### src/rtl/rv_imm_pkg.sv
// rv_imm_pkg
//   Shared definitions for the instruction encoder/loader: immediate-source
//   selects (same encoding as the core's ImmSrc decode), error codes,
//   immediate range limits, loader FSM states and the registered request
//   record.
package rv_imm_pkg;

    localparam logic [2:0] IMM_I = 3'b000;
    localparam logic [2:0] IMM_S = 3'b001;
    localparam logic [2:0] IMM_B = 3'b010;
    localparam logic [2:0] IMM_J = 3'b011;
    localparam logic [2:0] IMM_U = 3'b100;
    localparam logic [2:0] IMM_R = 3'b111;

    localparam logic [2:0] ERR_NONE     = 3'd0;
    localparam logic [2:0] ERR_RANGE    = 3'd1;
    localparam logic [2:0] ERR_MISALIGN = 3'd2;
    localparam logic [2:0] ERR_SRC      = 3'd3;

    // Signed limits of the encodable immediate for each format. B/J maxima are
    // even because bit 0 is implied zero.
    localparam int IS_MIN = -2048;
    localparam int IS_MAX = 2047;
    localparam int B_MIN  = -4096;
    localparam int B_MAX  = 4094;
    localparam int J_MIN  = -1048576;
    localparam int J_MAX  = 1048574;

    typedef enum logic [1:0] {
        ST_IDLE,
        ST_ENCODE,
        ST_WRITE
    } state_e;

    typedef struct packed {
        logic [2:0]  imm_src;
        logic [6:0]  opcode;
        logic [2:0]  funct3;
        logic [6:0]  funct7;
        logic [4:0]  rd;
        logic [4:0]  rs1;
        logic [4:0]  rs2;
        logic [31:0] imm;
    } req_fields_t;

endpackage

### src/rtl/instr_encoder_loader_if.sv
// instr_encoder_loader_if
//   Request channel of the loader: valid/ready handshake plus the instruction
//   fields to encode.
//   master: drives req_valid and all req_* fields, samples req_ready
//   slave : samples req_valid and fields, drives req_ready
interface instr_encoder_loader_if;

    logic        req_valid;
    logic        req_ready;
    logic [2:0]  req_imm_src;
    logic [6:0]  req_opcode;
    logic [2:0]  req_funct3;
    logic [6:0]  req_funct7;
    logic [4:0]  req_rd;
    logic [4:0]  req_rs1;
    logic [4:0]  req_rs2;
    logic [31:0] req_imm;

    modport master (
        output req_valid, req_imm_src, req_opcode, req_funct3, req_funct7,
               req_rd, req_rs1, req_rs2, req_imm,
        input  req_ready
    );

    modport slave (
        input  req_valid, req_imm_src, req_opcode, req_funct3, req_funct7,
               req_rd, req_rs1, req_rs2, req_imm,
        output req_ready
    );

endinterface

### src/rtl/imm_scatter.sv
// imm_scatter
//   Combinational encoder: places register/function fields and scatters the
//   immediate into RISC-V bit positions for the selected format, and reports
//   why the immediate cannot be encoded.
//   in : imm_src, imm, opcode, funct3, funct7, rd, rs1, rs2
//   out: word (encoded instruction), err_code (ERR_NONE when encodable)
module imm_scatter
    import rv_imm_pkg::*;
(
    input  logic [2:0]  imm_src,
    input  logic [31:0] imm,
    input  logic [6:0]  opcode,
    input  logic [2:0]  funct3,
    input  logic [6:0]  funct7,
    input  logic [4:0]  rd,
    input  logic [4:0]  rs1,
    input  logic [4:0]  rs2,
    output logic [31:0] word,
    output logic [2:0]  err_code
);

    logic signed [31:0] imm_s;
    assign imm_s = $signed(imm);

    always_comb begin
        word      = '0;
        err_code  = ERR_NONE;
        word[6:0] = opcode;
        case (imm_src)
            IMM_I: begin
                word[11:7]  = rd;
                word[14:12] = funct3;
                word[19:15] = rs1;
                word[31:20] = imm[11:0];
                if (imm_s < IS_MIN || imm_s > IS_MAX) err_code = ERR_RANGE;
            end
            IMM_S: begin
                word[11:7]  = imm[4:0];
                word[14:12] = funct3;
                word[19:15] = rs1;
                word[24:20] = rs2;
                word[31:25] = imm[11:5];
                if (imm_s < IS_MIN || imm_s > IS_MAX) err_code = ERR_RANGE;
            end
            IMM_B: begin
                word[7]     = imm[11];
                word[11:8]  = imm[4:1];
                word[14:12] = funct3;
                word[19:15] = rs1;
                word[24:20] = rs2;
                word[30:25] = imm[10:5];
                word[31]    = imm[12];
                // Range wins over alignment when both are wrong.
                if (imm_s < B_MIN || imm_s > B_MAX) err_code = ERR_RANGE;
                else if (imm[0])                    err_code = ERR_MISALIGN;
            end
            IMM_J: begin
                word[11:7]  = rd;
                word[19:12] = imm[19:12];
                word[20]    = imm[11];
                word[30:21] = imm[10:1];
                word[31]    = imm[20];
                if (imm_s < J_MIN || imm_s > J_MAX) err_code = ERR_RANGE;
                else if (imm[0])                    err_code = ERR_MISALIGN;
            end
            IMM_U: begin
                word[11:7]  = rd;
                word[31:12] = imm[31:12];
                // Low 12 bits are not representable in a U immediate.
                if (imm[11:0] != 12'h000) err_code = ERR_MISALIGN;
            end
            IMM_R: begin
                word[11:7]  = rd;
                word[14:12] = funct3;
                word[19:15] = rs1;
                word[24:20] = rs2;
                word[31:25] = funct7;
            end
            default: begin
                err_code = ERR_SRC;
            end
        endcase
    end

endmodule

### src/rtl/instr_encoder_loader.sv
// instr_encoder_loader
//   Boot/test-program loader: accepts instruction field requests, encodes
//   them and writes the words sequentially into instruction memory
//   (IDLE -> ENCODE -> WRITE, one word per three cycles).
//   clk, reset : clock and synchronous active-high reset
//   start      : one-cycle pulse clearing count/err and dropping any request
//   req        : request channel (slave side)
//   mem_we/mem_addr/mem_wdata : instruction memory write port
//   count/full : words written, full at DEPTH
//   err/err_code : sticky rejection flag and last rejection reason
module instr_encoder_loader
    import rv_imm_pkg::*;
#(
    parameter logic [31:0] BASE_ADDR = 32'h0,
    parameter int          DEPTH     = 64,
    parameter int          ADDR_W    = 32,
    localparam int         CNT_W     = $clog2(DEPTH + 1)
) (
    input  logic                 clk,
    input  logic                 reset,
    input  logic                 start,
    instr_encoder_loader_if.slave req,
    output logic                 mem_we,
    output logic [ADDR_W-1:0]    mem_addr,
    output logic [31:0]          mem_wdata,
    output logic [CNT_W-1:0]     count,
    output logic                 full,
    output logic                 err,
    output logic [2:0]           err_code
);

    state_e             state_q, state_d;
    req_fields_t        fld_q, fld_d;
    logic [31:0]        wdata_q, wdata_d;
    logic [CNT_W-1:0]   count_q, count_d;
    logic               err_q, err_d;
    logic [2:0]         err_code_q, err_code_d;

    logic [31:0]        enc_word;
    logic [2:0]         enc_err;
    logic               req_fire;

    imm_scatter u_imm_scatter (
        .imm_src  (fld_q.imm_src),
        .imm      (fld_q.imm),
        .opcode   (fld_q.opcode),
        .funct3   (fld_q.funct3),
        .funct7   (fld_q.funct7),
        .rd       (fld_q.rd),
        .rs1      (fld_q.rs1),
        .rs2      (fld_q.rs2),
        .word     (enc_word),
        .err_code (enc_err)
    );

    assign full     = (count_q == CNT_W'(DEPTH));
    assign req_fire = req.req_valid && req.req_ready;

    // State register
    always_ff @(posedge clk) begin
        if (reset) state_q <= ST_IDLE;
        else       state_q <= state_d;
    end

    // Next-state logic; start overrides everything.
    always_comb begin
        state_d = state_q;
        if (start) begin
            state_d = ST_IDLE;
        end else begin
            case (state_q)
                ST_IDLE:   if (req_fire) state_d = ST_ENCODE;
                ST_ENCODE: state_d = (enc_err != ERR_NONE) ? ST_IDLE : ST_WRITE;
                ST_WRITE:  state_d = ST_IDLE;
                default:   state_d = ST_IDLE;
            endcase
        end
    end

    // Outputs; start suppresses both acceptance and an in-flight write.
    always_comb begin
        req.req_ready = (state_q == ST_IDLE) && !full && !start && !reset;
        mem_we        = (state_q == ST_WRITE) && !start;
    end

    always_comb begin
        fld_d      = fld_q;
        wdata_d    = wdata_q;
        count_d    = count_q;
        err_d      = err_q;
        err_code_d = err_code_q;
        if (start) begin
            count_d    = '0;
            err_d      = 1'b0;
            err_code_d = ERR_NONE;
        end else begin
            if (req_fire) begin
                fld_d.imm_src = req.req_imm_src;
                fld_d.opcode  = req.req_opcode;
                fld_d.funct3  = req.req_funct3;
                fld_d.funct7  = req.req_funct7;
                fld_d.rd      = req.req_rd;
                fld_d.rs1     = req.req_rs1;
                fld_d.rs2     = req.req_rs2;
                fld_d.imm     = req.req_imm;
            end
            if (state_q == ST_ENCODE) begin
                if (enc_err != ERR_NONE) begin
                    err_d      = 1'b1;
                    err_code_d = enc_err;
                end else begin
                    wdata_d = enc_word;
                end
            end
            if (state_q == ST_WRITE) count_d = count_q + CNT_W'(1);
        end
    end

    // Request fields are pure data and only meaningful after a transfer.
    always_ff @(posedge clk) begin
        fld_q <= fld_d;
    end

    always_ff @(posedge clk) begin
        if (reset) begin
            wdata_q    <= '0;
            count_q    <= '0;
            err_q      <= 1'b0;
            err_code_q <= ERR_NONE;
        end else begin
            wdata_q    <= wdata_d;
            count_q    <= count_d;
            err_q      <= err_d;
            err_code_q <= err_code_d;
        end
    end

    // Address tracks the count, so it is already correct for the next word.
    assign mem_addr  = ADDR_W'(BASE_ADDR) + (ADDR_W'(count_q) << 2);
    assign mem_wdata = wdata_q;
    assign count     = count_q;
    assign err       = err_q;
    assign err_code  = err_code_q;

endmodule

### src/flat_wrapper.sv
// flat-port wrapper written by rule: the top's interface ports become plain ports
module instr_encoder_loader_flat import rv_imm_pkg::*;
#(
    parameter logic [31:0] BASE_ADDR = 32'h0,
    parameter int          DEPTH     = 64,
    parameter int          ADDR_W    = 32,
    localparam int         CNT_W     = $clog2(DEPTH + 1)
)
  (clk, reset, start, mem_we, mem_addr, mem_wdata, count, full, err, err_code, req_req_valid, req_req_imm_src, req_req_opcode, req_req_funct3, req_req_funct7, req_req_rd, req_req_rs1, req_req_rs2, req_req_imm, req_req_ready);
  instr_encoder_loader_if req_i ();
  input  logic clk;
  input  logic reset;
  input  logic start;
  output logic mem_we;
  output logic [ADDR_W-1:0] mem_addr;
  output logic [31:0] mem_wdata;
  output logic [CNT_W-1:0] count;
  output logic full;
  output logic err;
  output logic [2:0] err_code;
  input wire logic [$bits(req_i.req_valid)-1:0] req_req_valid;
  input wire logic [$bits(req_i.req_imm_src)-1:0] req_req_imm_src;
  input wire logic [$bits(req_i.req_opcode)-1:0] req_req_opcode;
  input wire logic [$bits(req_i.req_funct3)-1:0] req_req_funct3;
  input wire logic [$bits(req_i.req_funct7)-1:0] req_req_funct7;
  input wire logic [$bits(req_i.req_rd)-1:0] req_req_rd;
  input wire logic [$bits(req_i.req_rs1)-1:0] req_req_rs1;
  input wire logic [$bits(req_i.req_rs2)-1:0] req_req_rs2;
  input wire logic [$bits(req_i.req_imm)-1:0] req_req_imm;
  output wire logic [$bits(req_i.req_ready)-1:0] req_req_ready;
  assign req_i.req_valid = req_req_valid;
  assign req_i.req_imm_src = req_req_imm_src;
  assign req_i.req_opcode = req_req_opcode;
  assign req_i.req_funct3 = req_req_funct3;
  assign req_i.req_funct7 = req_req_funct7;
  assign req_i.req_rd = req_req_rd;
  assign req_i.req_rs1 = req_req_rs1;
  assign req_i.req_rs2 = req_req_rs2;
  assign req_i.req_imm = req_req_imm;
  assign req_req_ready = req_i.req_ready;
  instr_encoder_loader #(.BASE_ADDR(BASE_ADDR), .DEPTH(DEPTH), .ADDR_W(ADDR_W)) u_core (.clk(clk), .reset(reset), .start(start), .req(req_i), .mem_we(mem_we), .mem_addr(mem_addr), .mem_wdata(mem_wdata), .count(count), .full(full), .err(err), .err_code(err_code));
endmodule
### config.mk
export PLATFORM = sky130hd
export DESIGN_NAME = instr_encoder_loader_flat
export DESIGN_NICKNAME = d
export VERILOG_FILES = /design/src/rtl/rv_imm_pkg.sv /design/src/rtl/instr_encoder_loader_if.sv /design/src/rtl/imm_scatter.sv /design/src/rtl/instr_encoder_loader.sv /design/src/flat_wrapper.sv
export SDC_FILE = /design/constraint.sdc
export NUM_CORES = 1
export LEC_CHECK = 0
export ABC_CLOCK_PERIOD_IN_PS = 3720
export CAP_MARGIN = 10
export CORE_ASPECT_RATIO = 1.25
export CORE_MARGIN = 1.5
export CORE_UTILIZATION = 47
export DETAILED_ROUTE_END_ITERATION = 12
export PLACE_DENSITY = 0.8
export REMOVE_ABC_BUFFERS = 1
export SKIP_CTS_REPAIR_TIMING = 1
export SKIP_LAST_GASP = 1
export SYNTH_ARGS = -nofsm -noshare
export SYNTH_HDL_FRONTEND = slang
export SYNTH_SLANG_ARGS = --single-unit
### constraint.sdc
create_clock -name clk -period 3.72 [get_ports clk]
set_input_delay 0.558 -clock clk [delete_from_list [all_inputs] [get_ports clk]]
set_output_delay 0.558 -clock clk [all_outputs]
set_load 0.01 [all_outputs]
# ---- Yosys cells after proc, flatten, opt, wreduce, memory -nomap -nowiden
# Cells that the tools add are included.
dict set report totals {
  reg_bits 112
  elab_cells 61
}
dict set report op_classes {
  addsub 1
  magnitude_cmp 6
  n_eq_ne 9
  mux 10
  bitwise_logic 2
  n_reduce_logical 20
}
# cell count
set ops {}
lappend ops {{$pmux 25 s6} 1}
lappend ops {{$gt 32x12->1 const B} 1}
lappend ops {{$gt 32x13->1 const B} 1}
lappend ops {{$gt 32x21->1 const B} 1}
lappend ops {{$lt 32x12->1 const B} 1}
lappend ops {{$lt 32x13->1 const B} 1}
lappend ops {{$lt 32x21->1 const B} 1}
lappend ops {{$pmux 3 s5} 1}
lappend ops {{$reduce_bool 12->1} 1}
lappend ops {{$mux 2} 5}
lappend ops {{$add 7x1->7 const B} 1}
lappend ops {{$eq 7x7->1 const B} 1}
lappend ops {{$eq 3x2->1 const B} 2}
lappend ops {{$eq 3x3->1 const B} 2}
lappend ops {{$logic_and 1x1->1} 5}
lappend ops {{$pmux 2 s2} 1}
lappend ops {{$reduce_and 2->1} 2}
lappend ops {{$reduce_or 2->1} 2}
lappend ops {{$eq 3x1->1 const B} 1}
lappend ops {{$logic_not 1->1} 3}
lappend ops {{$logic_not 3->1} 1}
lappend ops {{$logic_or 1x1->1} 3}
lappend ops {{$mux 3} 1}
lappend ops {{$reduce_and 3->1} 1}
lappend ops {{7 further kinds} 8}

# ---- Logic depth before layout (Yosys ltp)
# Gate-level depths: netlist of the first run.
dict set report logic_depth {
  ltp_word 8
  mapped_depth 9
  depth_no_buf 6
}

# ---- By module
# Synthesis of the first run repeated with hierarchy kept, for this count alone.
dict set report unflattened {
  cells_unflattened 465
  area_unflattened_um2 5290.1
}
# mod n_inst cells_per_inst area_each_um2
set modules_own_cells {}
lappend modules_own_cells {instr_encoder_loader 1 309 4393.0}
lappend modules_own_cells {imm_scatter 1 156 897.1}

# ---- Worst setup path before layout of the first run
# OpenSTA, ideal clock, no wires.
dict set report synth_timing {
  kind {input to register}
  from {input port start}
  to {register u_core.fld_q[0] (netlist name) (enable)}
  setup_time_ns 0.432
  arrival_ns 3.153
  setup_slack_ns 0.135
  stages 4
  path_buffers 1
  cell_sequence {or2_2 > clkbuf_1 > nor4_1 > and2_1}
}
dict set report synth_between {
  elab_chain_cells 5
  elab_cells_between_ends 6
}
# element line_no
set synth_lines {}
lappend synth_lines {{start: declaration} flat_wrapper.sv:13} ;# input logic start;
lappend synth_lines {{$logic_not 1->1} instr_encoder_loader.sv:82} ;# req.req_ready = (state_q == ST_IDLE) && !full && !start && !reset;
lappend synth_lines {{$logic_and 1x1->1 (2 in series)} instr_encoder_loader.sv:82}
lappend synth_lines {{net req_req_ready} flat_wrapper.sv:30} ;# output wire logic [$bits(req_i.req_ready)-1:0] req_req_ready;
lappend synth_lines {{$logic_and 1x1->1} instr_encoder_loader.sv:57} ;# assign req_fire = req.req_valid && req.req_ready;
lappend synth_lines {{$reduce_and 2->1 (no source line)} --}
lappend synth_lines {{end signal: assignment} instr_encoder_loader.sv:121} ;# fld_q <= fld_d;
lappend synth_lines {{end: declaration} instr_encoder_loader.sv:33} ;# req_fields_t fld_q, fld_d;
# The timed path passes the listed nets, and every way through them passes these cells.
# A chain may end at the register's enable or synchronous reset.

# ---- Worst setup path in the final report of the first run
dict set report layout_timing {
  from {register u_core.count_q[0], in the netlist u_core.count[0]}
  to {output port full}
}
dict set report layout_between {
  elab_chain_cells 1
}
# element line_no
set layout_lines {}
lappend layout_lines {{start: declaration} instr_encoder_loader.sv:35} ;# logic [CNT_W-1:0] count_q, count_d;
lappend layout_lines {{start signal: assignment} instr_encoder_loader.sv:132} ;# count_q <= count_d;
lappend layout_lines {{$eq 7x7->1} instr_encoder_loader.sv:56} ;# assign full = (count_q == CNT_W'(DEPTH));
lappend layout_lines {{end: declaration} flat_wrapper.sv:18} ;# output logic full;
# No other way between the ends.

==> flow_metrics.tcl, run 1 <==
set metrics [dict create \
    startpoint "u_core.count[0]" \
    yosys_warnings 0 \
    hold_viol_final 0 \
    avgSynthCellArea_sq_um 11.6 \
    async_flop_share 0 \
    dr.pass1.iters 4 \
    fillers 792 \
    grt_pass1_wl_mm 18.1 \
    crit_path_end "full" \
    cp.arrival_ns 2.44 \
    worstPathMaxFanout 6 \
    grtUsageTotal 0.212 \
    fin_util 0.633 \
    synth_top_area_cell "edfxtp_1" \
    postSynthCellCount 429 \
    drt-wirelength-per-cell_um 17.2 \
    drt.antenna.violating_nets 0 \
    tritoncts "built" \
    dp_hpwl_mm 8.12 \
    rsz0062_at_grt "no" \
    start_util 0.489 \
    grt_max_degree 66 \
    fin_skew_ns 0.00516 \
    synth_compound_area_frac 0.117 \
    diodes 0 \
    yosysMostFrequentCell "edfxtp_1" \
    root_buffer "clkbuf_16" \
    synthSimpleGateAreaFrac 0.145 \
    timing.hold.ws_ns 0.458 \
    regArea_sq_um 2890 \
    totalNegativeSetupSlack_ns 0 \
    synth-seq-cells 111 \
    routed_wl_mm 11.5 \
    clkSinkCount 111 \
    crit_buf_inv 2 \
    cts.clk_slew.worst_paths_ns 0.07 \
    crit-reg2reg-capture "u_core.mem_wdata[15]" \
    synth_top_cell_area_share 0.403 \
    synth_xor_area_frac 0.0105 \
    drive_gt1_frac 0.0647 \
    nets 609 \
    grt-ovfl-total 0 \
    relSlewSlack 0.318 \
    fp.dieW_um 95.1 \
    crit_chain "inv_1 > ha_1 > or4b_2 > nor3b_1 > clkdlybuf4s50_1" \
    pwr_density_cell_nw_per_um2 382 \
    irDropWorstVdd_uv 290 \
    final_cells 670 \
    cts_buffers 9 \
    synthToLayoutAreaGrowth_pct 29.6 \
    antenna_found_initial 0 \
    synth.area.mux_share 0.0642 \
    start_kind "register" \
    place_inst 654 \
    cts.htree.levels 3 \
    ys_types 52 \
    die_h_um 118 \
    clkLatencyLatePin_ns 0.35 \
    critPathKind "register to output pin" \
    finalCriticalPeriod_ns 2.99 \
    crit_required_ns 3.16 \
    vias 3748 \
    r2r_cells 7 \
    max_freq_mhz 334 \
    synth_fa_ha_area_frac 0.00502 \
    grt_pass1_vias 3639 \
    setup_viol 0 \
    rows 41 \
    multi_input_area_sq_um 1810 \
    period_share 0.805 \
    vias_per_cell 5.59 \
    yosys-top-cells-count "67 x edfxtp_1, 66 x nand2_1, 44 x dfxtp_1" \
    cp_num_cells 5 \
    portBuffers 122 \
    drv_cap 0 \
    clk_path_buf_depth 2 \
    synth_edf_count 67 \
    hp-class "register to register" \
    cpLargestDelayFamily "simple AND/OR/NAND/NOR gates" \
    crit_slowest_cell "clkdlybuf4s50_1" \
    worstSetupEndpointType "output pin" \
    outcome "finished, final reports clean" \
    synth_seq_area_share 0.580 \
    gp_congestion 0.818 \
    p_leak_nw 2.29 \
    core_sq_um 10200 \
    synthFlopType "edfxtp_1" \
    maxSlewViolCount 0 \
    worst_path_largest_cell_delay_ns 0.62 \
    synthesis.area_sq_um 4990 \
    r2r_setup_slack_ns 0.88 \
    worst_slew_pin_slew_ns 1.02 \
    synth_top_family_by_area "simple AND/OR/NAND/NOR gates" \
    dieArea_sq_um 11200 \
    r2r_start "u_core.fld_q[29]" \
    drt-initial-drc-count 240 \
    io-pin-count 149 \
    drc 0 \
    synthTopCellsByArea "edfxtp_1 40%, dfxtp_1 18%, mux2i_1 6.4%" \
]
[cells in the final DEF, fill, tap and decap left out, drive strengths merged, types with 8 or more instances in the layout]
| cell type | netlist | routed |
|---|---|---|
| or3 | 9 | 9 |
| dfxtp | 44 | 44 |
| a21oi | 10 | 10 |
| edfxtp | 67 | 67 |
| nor4 | 9 | 9 |
| a311o | 8 | 8 |
| nor2 | 19 | 19 |
| conb | 1 | 26 |
| nand2 | 66 | 66 |
| buf | 42 | 8 |
| clkbuf | 17 | 12 |
| a221oi | 14 | 14 |
| mux2i | 32 | 32 |
| clkdlybuf4s50 | 0 | 122 |
| nand4 | 13 | 13 |
[flip-flops by register name (all words and copies together) (netlist names)]
| register | cells |
|---|---|
| u_core.count | 7 |
| u_core.err | 1 |
| u_core.mem_wdata | 32 |
| u_core.err_code | 2 |
| u_core.state_q | 2 |
| u_core.fld_q | 67 |
[stage by stage]
stage	setup slack [ns]	power [mW]	area, sq um
2_1_floorplan	0.0770	1.45	4710
3_3_place_gp	0.799	1.56	6170
3_5_place_dp	0.748	1.56	6170
4_1_cts	0.708	2.48	6460
5_1_grt	0.596	2.56	6460
6_report	0.727	2.47	6460
[per-layer routing]
| metal | global-route usage | part of all wire | wire, um |
|---|---|---|---|
| met1 | 0.258 | 0.39 | 4470 |
| met2 | 0.355 | 0.52 | 6030 |
| met3 | 0.0489 | 0.065 | 750 |
| met4 | 0.0858 | 0.025 | 286 |
| met5 | 0 | 0 | 0 |
[cell type report]
cell class	count	area share
timing repair buffer	130	0.200
inverter	4	0.00232
multi-input combinational	280	0.279
clock inverter	4	0.00407
tap	129	0.0250
sequential	111	0.448
clock buffer	12	0.0412
[power by group]
| group | internal, mW | switching [mW] | leakage [nW] |
|---|---|---|---|
| clock network | 0.509 | 0.420 | 0.145 |
| logic | 0.100 | 0.0863 | 1.18 |
| registers | 1.33 | 0.0190 | 0.968 |
[logic make-up (layout without fill, tap and decap cells)]
| group | Yosys count | after routing |
|---|---|---|
| buffers and inverters | 63 | 150 |
| flip-flops | 111 | 111 |
| multiplexers | 32 | 32 |
| adder cells (fa/ha/maj) | 2 | 2 |
| other | 1 | 26 |
| AND/OR/NAND/NOR | 143 | 143 |
| AO/OA/AOI/OAI | 71 | 71 |
| XOR/XNOR | 6 | 6 |
[worst reg2reg max path, stage by stage (launching register included)]
cell and delay [ns]:
edfxtp_1 0.43, nor4_2 0.37, nand3_2 0.19, o32ai_4 0.39, o22a_1 0.36, nand4_1 0.41, buf_4 0.39, mux2i_1 0.17
[worst min path at each step]
stage / start / endpoint / slack [ns] / cells after the start
3_5_place_dp: u_core.mem_wdata[4] / u_core.mem_wdata[4] / 0.45 / 2
3_3_place_gp: u_core.mem_wdata[5] / u_core.mem_wdata[5] / 0.44 / 2
5_1_grt: u_core.mem_wdata[4] / u_core.mem_wdata[4] / 0.47 / 2
2_1_floorplan: u_core.mem_wdata[0] / u_core.mem_wdata[0] / 0.48 / 2
6_report: u_core.mem_wdata[30] / u_core.mem_wdata[30] / 0.46 / 2
4_1_cts: u_core.mem_wdata[5] / u_core.mem_wdata[5] / 0.46 / 2
(Power assumes the default switching activity.)
==> inputs of run 2 (changes only) <==
--- a/config.mk
+++ b/config.mk
@@ -5,7 +5,7 @@
 export SDC_FILE = /design/constraint.sdc
 export NUM_CORES = 1
 export LEC_CHECK = 0
-export ABC_CLOCK_PERIOD_IN_PS = 3720
+export ABC_CLOCK_PERIOD_IN_PS = 2900
 export CAP_MARGIN = 10
 export CORE_ASPECT_RATIO = 1.25
 export CORE_MARGIN = 1.5
==> constraint.sdc (replaced) <==
create_clock -name clk -period 2.9 [get_ports clk]
set_input_delay 0.435 -clock clk [delete_from_list [all_inputs] [get_ports clk]]
set_output_delay 0.435 -clock clk [all_outputs]
set_load 0.01 [all_outputs]
==> run 2 against run 1 <==
Non-clock buffer count is 6 higher. Design area up 1.4%. Power rose by 32%. Sequential share of layout area shrank 0.62 points. Clock skew barely moved. Clock-buffer cell count is 1 higher. Combinational power rose by 31%. Cell count is 0.90% higher. Sequential cell count is the same.
==> flow_metrics.tcl, run 2 (synthesis results as in run 1) <==
set metrics [dict create \
    nets 615 \
    tritoncts "built" \
    top_usage_layer "met2" \
    grt-ovfl-total 0 \
    grt_pass1_vias 3621 \
    multi_input_area_sq_um 1820 \
    outcome "finished, final reports clean" \
    relSlewSlack 0.590 \
    r2r_setup_slack_ns 0.40 \
    worstPathMaxFanout 6 \
    portBuffers 122 \
    drt.antenna.violating_nets 0 \
    regArea_sq_um 2890 \
    rows 41 \
    drt-wirelength-per-cell_um 17.2 \
    worst_slew_pin_slew_ns 0.614 \
    final_cell_mix "122 x clkdlybuf4s50_1, 67 x edfxtp_1, 66 x nand2_1" \
    grt_max_degree 52 \
    drv_cap 0 \
    clkLatencyLatePin_ns 0.35 \
    cp.arrival_ns 2.36 \
    worstSetupEndpointType "output pin" \
    vias_per_cell 5.60 \
    place_ws_ns 0.251 \
    crit_chain "inv_1 > ha_1 > or4b_2 > nor3b_4 > clkdlybuf4s50_1" \
    start_kind "register" \
    vias 3786 \
    core_sq_um 10200 \
    finalCriticalPeriod_ns 2.79 \
    cp_num_cells 5 \
    max_freq_mhz 358 \
    min_from "u_core.mem_wdata[5]" \
    critPathKind "register to output pin" \
    met1_usage 0.253 \
    setup_viol 0 \
    start_util 0.489 \
    root_buffer "clkbuf_16" \
    drt-initial-drc-count 245 \
    grtUsageMet3 0.0476 \
    design_area_sq_um 6550 \
    largest_register "u_core.fld_q" \
    crit_required_ns 2.47 \
    cts_buffers 9 \
    routed_wl_mm 11.6 \
    clkSinkCount 111 \
    fin_skew_ns 0.00545 \
    die_h_um 118 \
    dr.pass1.iters 5 \
    drc 0 \
    dp_hpwl_mm 8.15 \
    irDropWorstVdd_uv 362 \
    drive_gt1_frac 0.0786 \
    r2r_start "u_core.fld_q[31]" \
    io-pin-count 149 \
    fillers 779 \
    holdPathStages 2 \
    clk_path_buf_depth 2 \
    post_dp_cell_area_sq_um 6210 \
    cts.htree.levels 3 \
    synthToLayoutAreaGrowth_pct 31.4 \
    hp-class "register to register" \
    grtUsageMet2 0.364 \
    crit_slowest_cell "or4b_2" \
    r2r_cells 7 \
    p_leak_nw 2.34 \
    grtUsageTotal 0.213 \
    hold_viol_final 0 \
    crit_buf_inv 2 \
    cts.clk_slew.worst_paths_ns 0.07 \
    cpLargestDelayFamily "simple AND/OR/NAND/NOR gates" \
    dieArea_sq_um 11200 \
    whs_endpoint "u_core.mem_wdata[5]" \
    final_common_cell "clkdlybuf4s50_1" \
    pwr_density_cell_nw_per_um2 497 \
    finalWorstSetupSlack_ns 0.109 \
    antenna_found_initial 0 \
    grt_pass1_wl_mm 18.1 \
    fp.dieW_um 95.1 \
    gp_congestion 0.813 \
    largest_register_ffs 67 \
    diodes 0 \
    period_share 0.962 \
    worst_path_largest_cell_delay_ns 0.62 \
    crit-reg2reg-capture "u_core.mem_wdata[6]" \
    maxSlewViolCount 0 \
]
[run 2: cell count changes in the layout (fill, tap and decap cells not counted), sizes merged]
cell	previous run	this run
clkbuf	12	13
clkinvlp	1	0
buf	8	14
[run 2: worst max-delay path by stage]
stage                               start               to
after floorplan           u_core.count[0]  u_core.fld_q[0]
after global placement              start    req_req_ready
after detailed placement            start    req_req_ready
after CTS                 u_core.count[0]    req_req_ready
after global routing      u_core.count[1]    req_req_ready
final                     u_core.count[0]             full
[run 2: worst register-to-register path: stages, from the launching register on]
cell and delay [ns]:
edfxtp_1 0.44, nor4_2 0.39, nand3_2 0.18, o32ai_4 0.39
o22a_1 0.37, and4_1 0.23, buf_4 0.23, mux2i_1 0.21
[run 2: where the power goes]
| part | leakage [nW] | internal, mW | switching, mW |
|---|---|---|---|
| Clock | 0.162 | 0.735 | 0.549 |
| Sequential | 0.968 | 1.71 | 0.0250 |
| Combinational | 1.21 | 0.131 | 0.112 |
[run 2: final cells by class]
class / instances / area share
Sequential cell: 111 / 0.441
Multi-Input combinational cell: 280 / 0.278
Timing Repair Buffer: 136 / 0.204
Clock buffer: 13 / 0.0462
Tap cell: 129 / 0.0246
Clock inverter: 3 / 0.00286
Inverter: 4 / 0.00229
[run 2: metrics by stage]
| stage | hold WS, ns | std cells | setup TNS, ns | utilization | total power [mW] |
|---|---|---|---|---|---|
| after global routing | 0.486 | 676 | -0.0134 | 0.642 | 3.38 |
| after detailed placement | 0.455 | 660 | 0 | 0.609 | 2.01 |
| final | 0.459 | 676 | 0 | 0.642 | 3.26 |
| after CTS | 0.465 | 676 | -0.0225 | 0.640 | 3.28 |
| after global placement | 0.443 | 660 | 0 | 0.609 | 2.00 |
| after floorplan | 0.479 | 395 | -55.08 | - | 1.86 |
[run 2: per-layer routing]
| layer | part of all wire | up-vias |
|---|---|---|
| met5 | 0 | - |
| met3 | 0.057 | 24 |
| met4 | 0.025 | 0 |
| met1 | 0.39 | 1818 |
| met2 | 0.53 | 178 |
| li1 | - | 1766 |
